--- src/rtl/bpsk_demodulator_pkg.sv ---
// Shared BPSK carrier constants, receiver state encoding and the sine table
// used by both the transmitter and the receiver.
package bpsk_demodulator_pkg;

  localparam int SIGNAL_WIDTH    = 8;
  localparam int WAVELENGTH      = 16;
  localparam int SINE_RESOLUTION = SIGNAL_WIDTH;
  localparam int MIDSCALE        = 1 << (SIGNAL_WIDTH - 1);
  localparam int PHASE_WIDTH     = $clog2(WAVELENGTH) + 1;
  localparam int PROD_WIDTH      = 2 * SIGNAL_WIDTH + 2;
  localparam int ACC_WIDTH       = PROD_WIDTH + $clog2(WAVELENGTH);
  localparam int CONF_THRESHOLD  = 32768;

  typedef enum logic [1:0] {
    IDLE  = 2'd0,
    ACCUM = 2'd1,
    GUARD = 2'd2
  } state_e;

  // One period of offset-binary sine, 128 + 127*sin(2*pi*k/16).
  function automatic logic [SINE_RESOLUTION-1:0] sine_table(input logic [PHASE_WIDTH-2:0] idx);
    logic [SINE_RESOLUTION-1:0] val;
    case (idx)
      4'd0:    val = 8'd128;
      4'd1:    val = 8'd177;
      4'd2:    val = 8'd218;
      4'd3:    val = 8'd245;
      4'd4:    val = 8'd255;
      4'd5:    val = 8'd245;
      4'd6:    val = 8'd218;
      4'd7:    val = 8'd177;
      4'd8:    val = 8'd128;
      4'd9:    val = 8'd79;
      4'd10:   val = 8'd38;
      4'd11:   val = 8'd11;
      4'd12:   val = 8'd1;
      4'd13:   val = 8'd11;
      4'd14:   val = 8'd38;
      4'd15:   val = 8'd79;
      default: val = 8'd128;
    endcase
    return val;
  endfunction

endpackage

--- src/rtl/bpsk_demodulator_correlator.sv ---
// Per-symbol correlator: phase counter, template lookup, multiply-accumulate
// and hard slice. The symbol sum is exported only with BPSK_DEMOD_CONFIDENCE_EN.
module bpsk_correlator
  import bpsk_demodulator_pkg::*;
(
  input  logic                        clk,
  input  logic                        reset,
  input  logic [SIGNAL_WIDTH-1:0]     sample,
  input  logic                        start,
  input  logic                        run,
  output logic                        bit_value,
  output logic                        bit_strobe
`ifdef BPSK_DEMOD_CONFIDENCE_EN
  ,
  output logic signed [ACC_WIDTH-1:0] sum
`endif
);

  localparam logic signed [SIGNAL_WIDTH:0] MID_S = MIDSCALE;

  logic [PHASE_WIDTH-1:0]        phase_q, phase_d;
  logic signed [ACC_WIDTH-1:0]   acc_q, acc_d;
  logic signed [SIGNAL_WIDTH:0]  s_val, t_val;
  logic signed [PROD_WIDTH-1:0]  prod;
  logic signed [ACC_WIDTH-1:0]   prod_ext, sum_s;

  assign s_val    = $signed({1'b0, sample}) - MID_S;
  assign t_val    = $signed({1'b0, sine_table(phase_q[PHASE_WIDTH-2:0])}) - MID_S;
  assign prod     = s_val * t_val;
  assign prod_ext = {{(ACC_WIDTH-PROD_WIDTH){prod[PROD_WIDTH-1]}}, prod};
  assign sum_s    = acc_q + prod_ext;

  // A tie (sum of exactly zero) slices to 0.
  assign bit_strobe = run && (phase_q == PHASE_WIDTH'(WAVELENGTH - 1));
  assign bit_value  = !sum_s[ACC_WIDTH-1] && (sum_s != '0);

`ifdef BPSK_DEMOD_CONFIDENCE_EN
  assign sum = sum_s;
`endif

  always_comb begin
    phase_d = phase_q;
    acc_d   = acc_q;
    if (start) begin
      acc_d   = prod_ext;
      phase_d = PHASE_WIDTH'(1);
    end else if (run) begin
      if (bit_strobe) begin
        acc_d   = '0;
        phase_d = '0;
      end else begin
        acc_d   = sum_s;
        phase_d = phase_q + PHASE_WIDTH'(1);
      end
    end else begin
      acc_d   = '0;
      phase_d = '0;
    end
  end

  always_ff @(posedge clk) begin
    if (reset) begin
      phase_q <= '0;
      acc_q   <= '0;
    end else begin
      phase_q <= phase_d;
      acc_q   <= acc_d;
    end
  end

endmodule

--- src/rtl/bpsk_demodulator.sv ---
// BPSK receiver top: burst-detect FSM, SIPO word assembly and guard timer.
// Optional margin/low_conf outputs are enabled by BPSK_DEMOD_CONFIDENCE_EN.
module bpsk_demodulator
  import bpsk_demodulator_pkg::*;
#(
  parameter int BITS = 32
) (
  input  logic                    clk,
  input  logic                    reset,
  input  logic [SIGNAL_WIDTH-1:0] signal,
  output logic [BITS-1:0]         data,
  output logic                    valid,
  output logic                    busy
`ifdef BPSK_DEMOD_CONFIDENCE_EN
  ,
  output logic [ACC_WIDTH-1:0]    margin,
  output logic                    low_conf
`endif
);

  localparam int CNT_WIDTH  = (BITS > 1) ? $clog2(BITS) : 1;
  localparam int ZERO_WIDTH = $clog2(WAVELENGTH) + 1;

  state_e                state_q, state_d;
  logic [CNT_WIDTH-1:0]  bit_cnt_q, bit_cnt_d;
  logic [BITS-1:0]       shift_q, shift_d;
  logic [BITS-1:0]       data_q, data_d;
  logic [ZERO_WIDTH-1:0] zero_cnt_q, zero_cnt_d;
  logic                  valid_q, valid_d;
  logic                  busy_q, busy_d;

  logic                  start_s, run_s, bit_s, strobe_s, word_done_s;
  logic [BITS-1:0]       word_s;

  assign start_s     = (state_q == IDLE) && (signal != '0);
  assign run_s       = (state_q == ACCUM);
  assign word_done_s = strobe_s && (bit_cnt_q == CNT_WIDTH'(BITS - 1));
  assign word_s      = {shift_q[BITS-2:0], bit_s};

`ifdef BPSK_DEMOD_CONFIDENCE_EN
  logic signed [ACC_WIDTH-1:0] sum_s;
`endif

  bpsk_correlator u_correlator (
    .clk        (clk),
    .reset      (reset),
    .sample     (signal),
    .start      (start_s),
    .run        (run_s),
    .bit_value  (bit_s),
    .bit_strobe (strobe_s)
`ifdef BPSK_DEMOD_CONFIDENCE_EN
    ,
    .sum        (sum_s)
`endif
  );

  always_comb begin
    state_d    = state_q;
    bit_cnt_d  = bit_cnt_q;
    shift_d    = shift_q;
    data_d     = data_q;
    zero_cnt_d = '0;
    valid_d    = 1'b0;
    case (state_q)
      IDLE: begin
        if (start_s) begin
          state_d = ACCUM;
        end else begin
          state_d = IDLE;
        end
      end
      ACCUM: begin
        if (word_done_s) begin
          data_d    = word_s;
          valid_d   = 1'b1;
          bit_cnt_d = '0;
          shift_d   = '0;
          state_d   = GUARD;
        end else if (strobe_s) begin
          shift_d   = word_s;
          bit_cnt_d = bit_cnt_q + CNT_WIDTH'(1);
        end else begin
          state_d = ACCUM;
        end
      end
      // Filler symbols are ignored; only a full period of silence re-arms.
      GUARD: begin
        if (signal != '0) begin
          zero_cnt_d = '0;
        end else if (zero_cnt_q == ZERO_WIDTH'(WAVELENGTH - 1)) begin
          state_d = IDLE;
        end else begin
          zero_cnt_d = zero_cnt_q + ZERO_WIDTH'(1);
        end
      end
      default: begin
        state_d = IDLE;
      end
    endcase
    busy_d = (state_d != IDLE);
  end

  always_ff @(posedge clk) begin
    if (reset) begin
      state_q    <= IDLE;
      bit_cnt_q  <= '0;
      shift_q    <= '0;
      data_q     <= '0;
      zero_cnt_q <= '0;
      valid_q    <= 1'b0;
      busy_q     <= 1'b0;
    end else begin
      state_q    <= state_d;
      bit_cnt_q  <= bit_cnt_d;
      shift_q    <= shift_d;
      data_q     <= data_d;
      zero_cnt_q <= zero_cnt_d;
      valid_q    <= valid_d;
      busy_q     <= busy_d;
    end
  end

  assign data  = data_q;
  assign valid = valid_q;
  assign busy  = busy_q;

`ifdef BPSK_DEMOD_CONFIDENCE_EN
  logic [ACC_WIDTH-1:0] min_q, min_d, margin_q, margin_d, abs_s, min_new_s;
  logic                 low_conf_q, low_conf_d;

  assign abs_s     = sum_s[ACC_WIDTH-1] ? $unsigned(-sum_s) : $unsigned(sum_s);
  assign min_new_s = (abs_s < min_q) ? abs_s : min_q;

  always_comb begin
    min_d      = min_q;
    margin_d   = margin_q;
    low_conf_d = 1'b0;
    if (start_s) begin
      min_d = '1;
    end else if (run_s && strobe_s) begin
      min_d = min_new_s;
      if (word_done_s) begin
        margin_d   = min_new_s;
        low_conf_d = (min_new_s < ACC_WIDTH'(CONF_THRESHOLD));
      end else begin
        low_conf_d = 1'b0;
      end
    end else begin
      min_d = min_q;
    end
  end

  always_ff @(posedge clk) begin
    if (reset) begin
      min_q      <= '1;
      margin_q   <= '0;
      low_conf_q <= 1'b0;
    end else begin
      min_q      <= min_d;
      margin_q   <= margin_d;
      low_conf_q <= low_conf_d;
    end
  end

  assign margin   = margin_q;
  assign low_conf = low_conf_q;
`endif

endmodule

--- config.mk ---
export PLATFORM = sky130hd
export DESIGN_NAME = bpsk_demodulator
export DESIGN_NICKNAME = d
export VERILOG_FILES = /design/src/rtl/bpsk_demodulator_pkg.sv /design/src/rtl/bpsk_demodulator_correlator.sv /design/src/rtl/bpsk_demodulator.sv
export SDC_FILE = /design/constraint.sdc
export NUM_CORES = 1
export LEC_CHECK = 0
export ABC_CLOCK_PERIOD_IN_PS = 10500
export BUFFER_PORTS_ARGS = -buffer_cell sky130_fd_sc_hd__buf_4
export CAP_MARGIN = 10
export CORE_UTILIZATION = 45
export DETAILED_ROUTE_END_ITERATION = 16
export SLEW_MARGIN = 10
export SYNTH_ARGS = -nofsm -noshare
export SYNTH_HDL_FRONTEND = slang
export SYNTH_SLANG_ARGS = --single-unit
--- constraint.sdc ---
create_clock -name clk -period 10.5 [get_ports clk]
set_input_delay 0.525 -clock clk [delete_from_list [all_inputs] [get_ports clk]]
set_output_delay 0.525 -clock clk [all_outputs]
set_load 0.01 [all_outputs]
* Word level (Yosys, flattened, before mapping)
Memories as Yosys holds them, arrays and structs flattened. Cells that the tools add are included.
Cells by class: add/subtract/negate cells 6, multiply operators 1, equal/unequal tests 5, multiplexer cells 17, bitwise gates (word level) 2, reduce and logical (&&, ||, !) cells 15
Operators with widths (number):
- $mux 22 | 3
- $mux 31 | 2
- $add 22x18->22 | 1
- $reduce_bool 22->1 | 1
- $mul 9x9->18 | 1
- $sub 8x8->9 const B | 2
- $add 5x1->5 const B | 3
- $eq 5x4->1 const B | 2
- $mux 5 | 2
- $mux 2 | 4
- $reduce_bool 8->1 | 1
- $reduce_or 4->1 | 2
- $pmux 2 s3 | 1
- $eq 5x5->1 const B | 1
- $mux 1 | 5
- $logic_and 1x1->1 | 4
- $reduce_and 2->1 | 2
- $reduce_bool 2->1 | 2
- $eq 2x1->1 const B | 1
- $eq 2x2->1 const B | 1
- $logic_not 2->1 | 1
- $not 1->1 | 2
- $reduce_or 2->1 | 1
- $logic_not 1->1 | 1
Word-level totals: bits in registers 104, ROM bits 128, word-level logic and storage cells 57, memories 1
Memories:
- (name not given) | words 16, width 8, read ports 1, clocked after memory_dff 0, write ports 0, RTL line bpsk_demodulator_pkg.sv:23 | case (idx)

* Logic depth before layout (Yosys ltp)
An unclocked memory read counts as a cell.
depth in word-level cells 8, gate-level depth with buffers 36, gate-level depth less buffers 35

* By module
Synthesis repeated with hierarchy kept, for this count alone.
Unflattened totals: cells, all modules 777, area, all modules 7647.3 µm²
Modules (own cells, without submodules):
- bpsk_correlator | instances 1, cells each 573, area each 5054.8 µm², sequential area each 540.5 µm²
- bpsk_demodulator | instances 1, cells each 204, area each 2592.5 µm², sequential area each 1541.5 µm²

* Least setup slack after synthesis
OpenSTA, ideal clock, no wires.
path kind register to register, from reg u_correlator.phase_q[0], to reg data_q[0] (netlist: data[0]), library setup time 129 ps, arrival 7536 ps, data required time 10371 ps, path slack 2834 ps, stages on the path, launching flop included 31, buffers on the path 0, path through dfxtp_1 > inv_1 > ha_1 > nor2_1 > a21oi_1 > nor2_1 > a21oi_1 > nor2b_1 > fa_1 > fa_1 > fa_1 > fa_1 > inv_1 > fa_1 > inv_1 > ha_1 > o21a_1 > o31a_1 > or4_1 > a31oi_1 > xnor2_1 > ha_1 > nand4_1 > nor3_1 > o211ai_1 > a21oi_1 > and2b_1 > a2111o_1 > or4_1 > o21ai_1 > o31ai_1
Between the ends: cells in the longest elaborated chain, start to end 6, elaborated cells on any way between the ends 11
RTL lines:
- from (decl) | RTL line bpsk_demodulator_correlator.sv:21 | logic [PHASE_WIDTH-1:0] phase_q, phase_d;
- from (signal assigned) | RTL line bpsk_demodulator_correlator.sv:66 | phase_q <= phase_d;
- $mem_v2 16x8
- $sub 8x8->9 | RTL line bpsk_demodulator_correlator.sv:28 | assign t_val = $signed({1'b0, sine_table(phase_q[PHASE_WIDTH-2:0])}) - MID_S;
- $mul 9x9->18 | RTL line bpsk_demodulator_correlator.sv:29 | assign prod = s_val * t_val;
- $add 22x18->22 | RTL line bpsk_demodulator_correlator.sv:31 | assign sum_s = acc_q + prod_ext;
- $reduce_bool 22->1 / $logic_not 1->1 (equally long branches) | RTL line bpsk_demodulator_correlator.sv:35 | assign bit_value = !sum_s[ACC_WIDTH-1] && (sum_s != '0);
- $logic_and 1x1->1 | RTL line bpsk_demodulator_correlator.sv:35
- to (signal assigned) | RTL line bpsk_demodulator.sv:117 | data_q <= data_d;
- to (decl) | RTL line bpsk_demodulator.sv:27 | logic [BITS-1:0] data_q, data_d;
Parallel ways exist; a longest one is shown, timed or not. A chain may end at the register's enable or synchronous reset.

* Worst setup path after layout
Ends and elaborated chain as after synthesis.

==> flow_metrics.env <==
export IMPL_crit_slowest_cell="fa_1"
export IMPL_tns_ns=0
export IMPL_start_util_pct=46.50
export IMPL_ys_types=68
export IMPL_row_count=48
export IMPL_crit_required_ns=10.71
export IMPL_track_usage_pct=20.23
export IMPL_setup_slack_ns=1.899
export IMPL_leakage_nw=4.106
export IMPL_cp_max_fo=9
export IMPL_drtIter0Drc=396
export IMPL_crit_path_end_kind="register"
export IMPL_hold_buffers=0
export IMPL_slew_violations=0
export IMPL_synth_top_cell_by_area="dfxtp_1"
export IMPL_place_ws_ns=1.894
export IMPL_start_kind="register"
export IMPL_rsz0062_at_grt="no"
export IMPL_path_clk_slew_ns=0.08
export IMPL_root_buffer="clkbuf_16"
export IMPL_cts_buffer_depth=2
export IMPL_netlist_area_leader_share_pct=25.71
export IMPL_vias=6405
export IMPL_drc=0
export IMPL_core_area_sq_um=17420
export IMPL_path_class="register to register"
export IMPL_critPathMaxStageDelay_ns=0.56
export IMPL_synth_nets=1114
export IMPL_post_drt_wl_per_cell_um=14.57
export IMPL_cts_buffers=9
export IMPL_drt_total_wl_um=17630
export IMPL_ys_seq_area_share_pct=25.71
export IMPL_hpwl_um=13200
export IMPL_yosys_warnings=0
export IMPL_synth_ff_type="dfxtp_1"
export IMPL_synth_edff_count=0
export IMPL_ys_top_cells_by_area="dfxtp_1 (26%), fa_1 (17%), ha_1 (11%)"
export IMPL_drive_above_1_share_pct=8.122
export IMPL_clock_sinks=104
export IMPL_antenna_cells=0
export IMPL_status="finished clean"
export IMPL_grt_first_pass_wirelength_um=29980
export IMPL_setup_viol=0
export IMPL_arrival_ns=8.82
export IMPL_first_pass_iters=4
export IMPL_cts_resized=0
export IMPL_die_y_um=136.2
export IMPL_io_pin_count=44
export IMPL_grt_max_degree=79
export IMPL_ant_nets=0
export IMPL_layout_common_cells="nand2_1 (120), dfxtp_1 (104), inv_1 (103)"
export IMPL_clk_latency_ns=0.36
export IMPL_antenna_found_initial=0
export IMPL_grt_pass1_vias=6148
export IMPL_avgSynthCellArea_sq_um=8.393
export IMPL_die_area_sq_um=18540
export IMPL_finClkSkew_ns=0.01407
export IMPL_post_route_period_util_pct=81.91
export IMPL_cap_viol_max_count=0
export IMPL_cts_tree="done"
export IMPL_relSlewSlack_pct=34.99
export IMPL_syn_to_final_growth_pct=9.795
export IMPL_syn_instance_count=965
export IMPL_post_cts_setup_buffer_count=0
export IMPL_fin_nets=1129
export IMPL_vias_per_cell=5.293
export IMPL_overflow=0
export IMPL_async_reset_ff_share_pct=0
export IMPL_synth_seq_cells=104
export IMPL_crit_buf_inv=6
export IMPL_vdd_drop_max_mv=0.1095
export IMPL_tightest_slew_ns=0.9678
export IMPL_gp_congestion=0.9043
export IMPL_hp_class="register to register"
export IMPL_period_minus_slack_ns=8.601
export IMPL_syn_cell_area_sq_um=8099
export IMPL_fmax_mhz=116.3
export IMPL_die_w_um=136.2
export IMPL_io_buffers=43
export IMPL_cpMostUsedCell="inv_1"
export IMPL_hold_viol_final=0
export IMPL_p_per_area_nw_per_um2=207.6
export IMPL_final_common_cell="nand2_1"
export IMPL_crit_family="adder cells"
export IMPL_h_tree_depth=3
==> cells by family (layout without fill, tap and decap cells) <==
logic type	after synthesis	count (layout)	share of synthesized area, %
and+or+nand+nor	339	339	20.05
AOI/OAI and AO/OA	199	199	15.19
buffers and inverters	149	169	6.998
adders and majority gates	139	139	27.78
DFF	104	104	25.71
xor gates and xnor gates	32	32	3.739
muxes	3	3	0.5407
==> where the power goes <==
part           leakage (nW)  switching [mW]  internal, mW  total [mW]
combinational          3.11           0.641         0.430        1.07
clock                 0.149           0.170         0.169       0.339
sequential            0.844          0.0111         0.425       0.436
total                  4.11           0.822          1.02        1.85
==> per-layer routing <==
layer | vias to the layer above | GRT usage, % | share of wire (%)
met5 | - | 0 | 0
met4 | 0 | 4.506 | 1.3
met3 | 18 | 3.654 | 3.3
met2 | 100 | 32.80 | 47
met1 | 3022 | 27.88 | 49
li1 | 3265 | - | -
==> per-stage QoR <==
stage / utilization, % / cell area [sq um] / power, mW / hold WS [ns] / cells
after floorplan: - / 8099 / 1.289 / 0.4179 / 965
after global placement: 49.35 / 8594 / 1.517 / 0.4382 / 1194
after detailed placement: 49.35 / 8594 / 1.512 / 0.4435 / 1194
after CTS: 51.06 / 8892 / 1.862 / 0.4547 / 1210
after global routing: 51.06 / 8892 / 2.019 / 0.4729 / 1210
final: 51.06 / 8892 / 1.846 / 0.4513 / 1210
==> state kept, by name, summed over array words and instances (netlist names) <==
register,count
u_correlator.acc_q,22
zero_cnt_q,5
u_correlator.phase_q,5
busy,1
shift_q,31
valid,1
bit_cnt_q,5
data,32
state_q,2
==> Yosys cell counts, types with 2 or more instances <==
| master | number |
|---|---|
| nand2_1 | 120 |
| dfxtp_1 | 104 |
| inv_1 | 103 |
| a21oi_1 | 96 |
| nor2_1 | 76 |
| ha_1 | 71 |
| fa_1 | 68 |
| clkbuf_1 | 38 |
| and3_1 | 37 |
| and2_1 | 34 |
| o21ai_0 | 26 |
| xnor2_1 | 24 |
| nor3_1 | 15 |
| nand3_1 | 11 |
| a21o_1 | 9 |
| a31oi_1 | 8 |
| nor2b_1 | 8 |
| or4_1 | 8 |
| nand2b_1 | 7 |
| xor2_1 | 6 |
| buf_2 | 5 |
| nor4_1 | 5 |
| o21bai_1 | 5 |
| nand3b_1 | 4 |
| o211ai_1 | 4 |
| o21a_1 | 4 |
| or3_1 | 4 |
| a211oi_1 | 3 |
| a22o_1 | 3 |
| a32o_1 | 3 |
| nand4_1 | 3 |
| o2111ai_1 | 3 |
| o22ai_1 | 3 |
| o31ai_1 | 3 |
| o41ai_1 | 3 |
| a21oi_2 | 2 |
| a22oi_1 | 2 |
| a41o_1 | 2 |
| o211ai_2 | 2 |
| o21ai_1 | 2 |
| o2bb2ai_1 | 2 |
| o311ai_0 | 2 |
| or2_2 | 2 |
==> layout make-up <==
class	instances	area, sq um
fillers	1713	8524
clock inverters	7	72.57
flip-flops and latches	104	2082
inverters	104	390.4
repair buffers	49	367.9
well taps	225	281.5
multi-input cells	712	5473
clock buffers	9	225.2
==> path summary, 6_finish.rpt <==
kind                                                    startpoint                        to  slack (ns)  cells after the start
worst max-delay path            u_correlator.phase_q[0]$_SDFF_PP0_      data[0]$_SDFFE_PP0P_        1.90                     30
worst min-delay path                      zero_cnt_q[0]$_SDFF_PP0_  zero_cnt_q[0]$_SDFF_PP0_        0.45                      1
worst max register to register  u_correlator.phase_q[0]$_SDFF_PP0_      data[0]$_SDFFE_PP0P_        1.90                     30
worst min register to register            zero_cnt_q[0]$_SDFF_PP0_  zero_cnt_q[0]$_SDFF_PP0_        0.45                      1
Power figures use the tool's default switching activity.
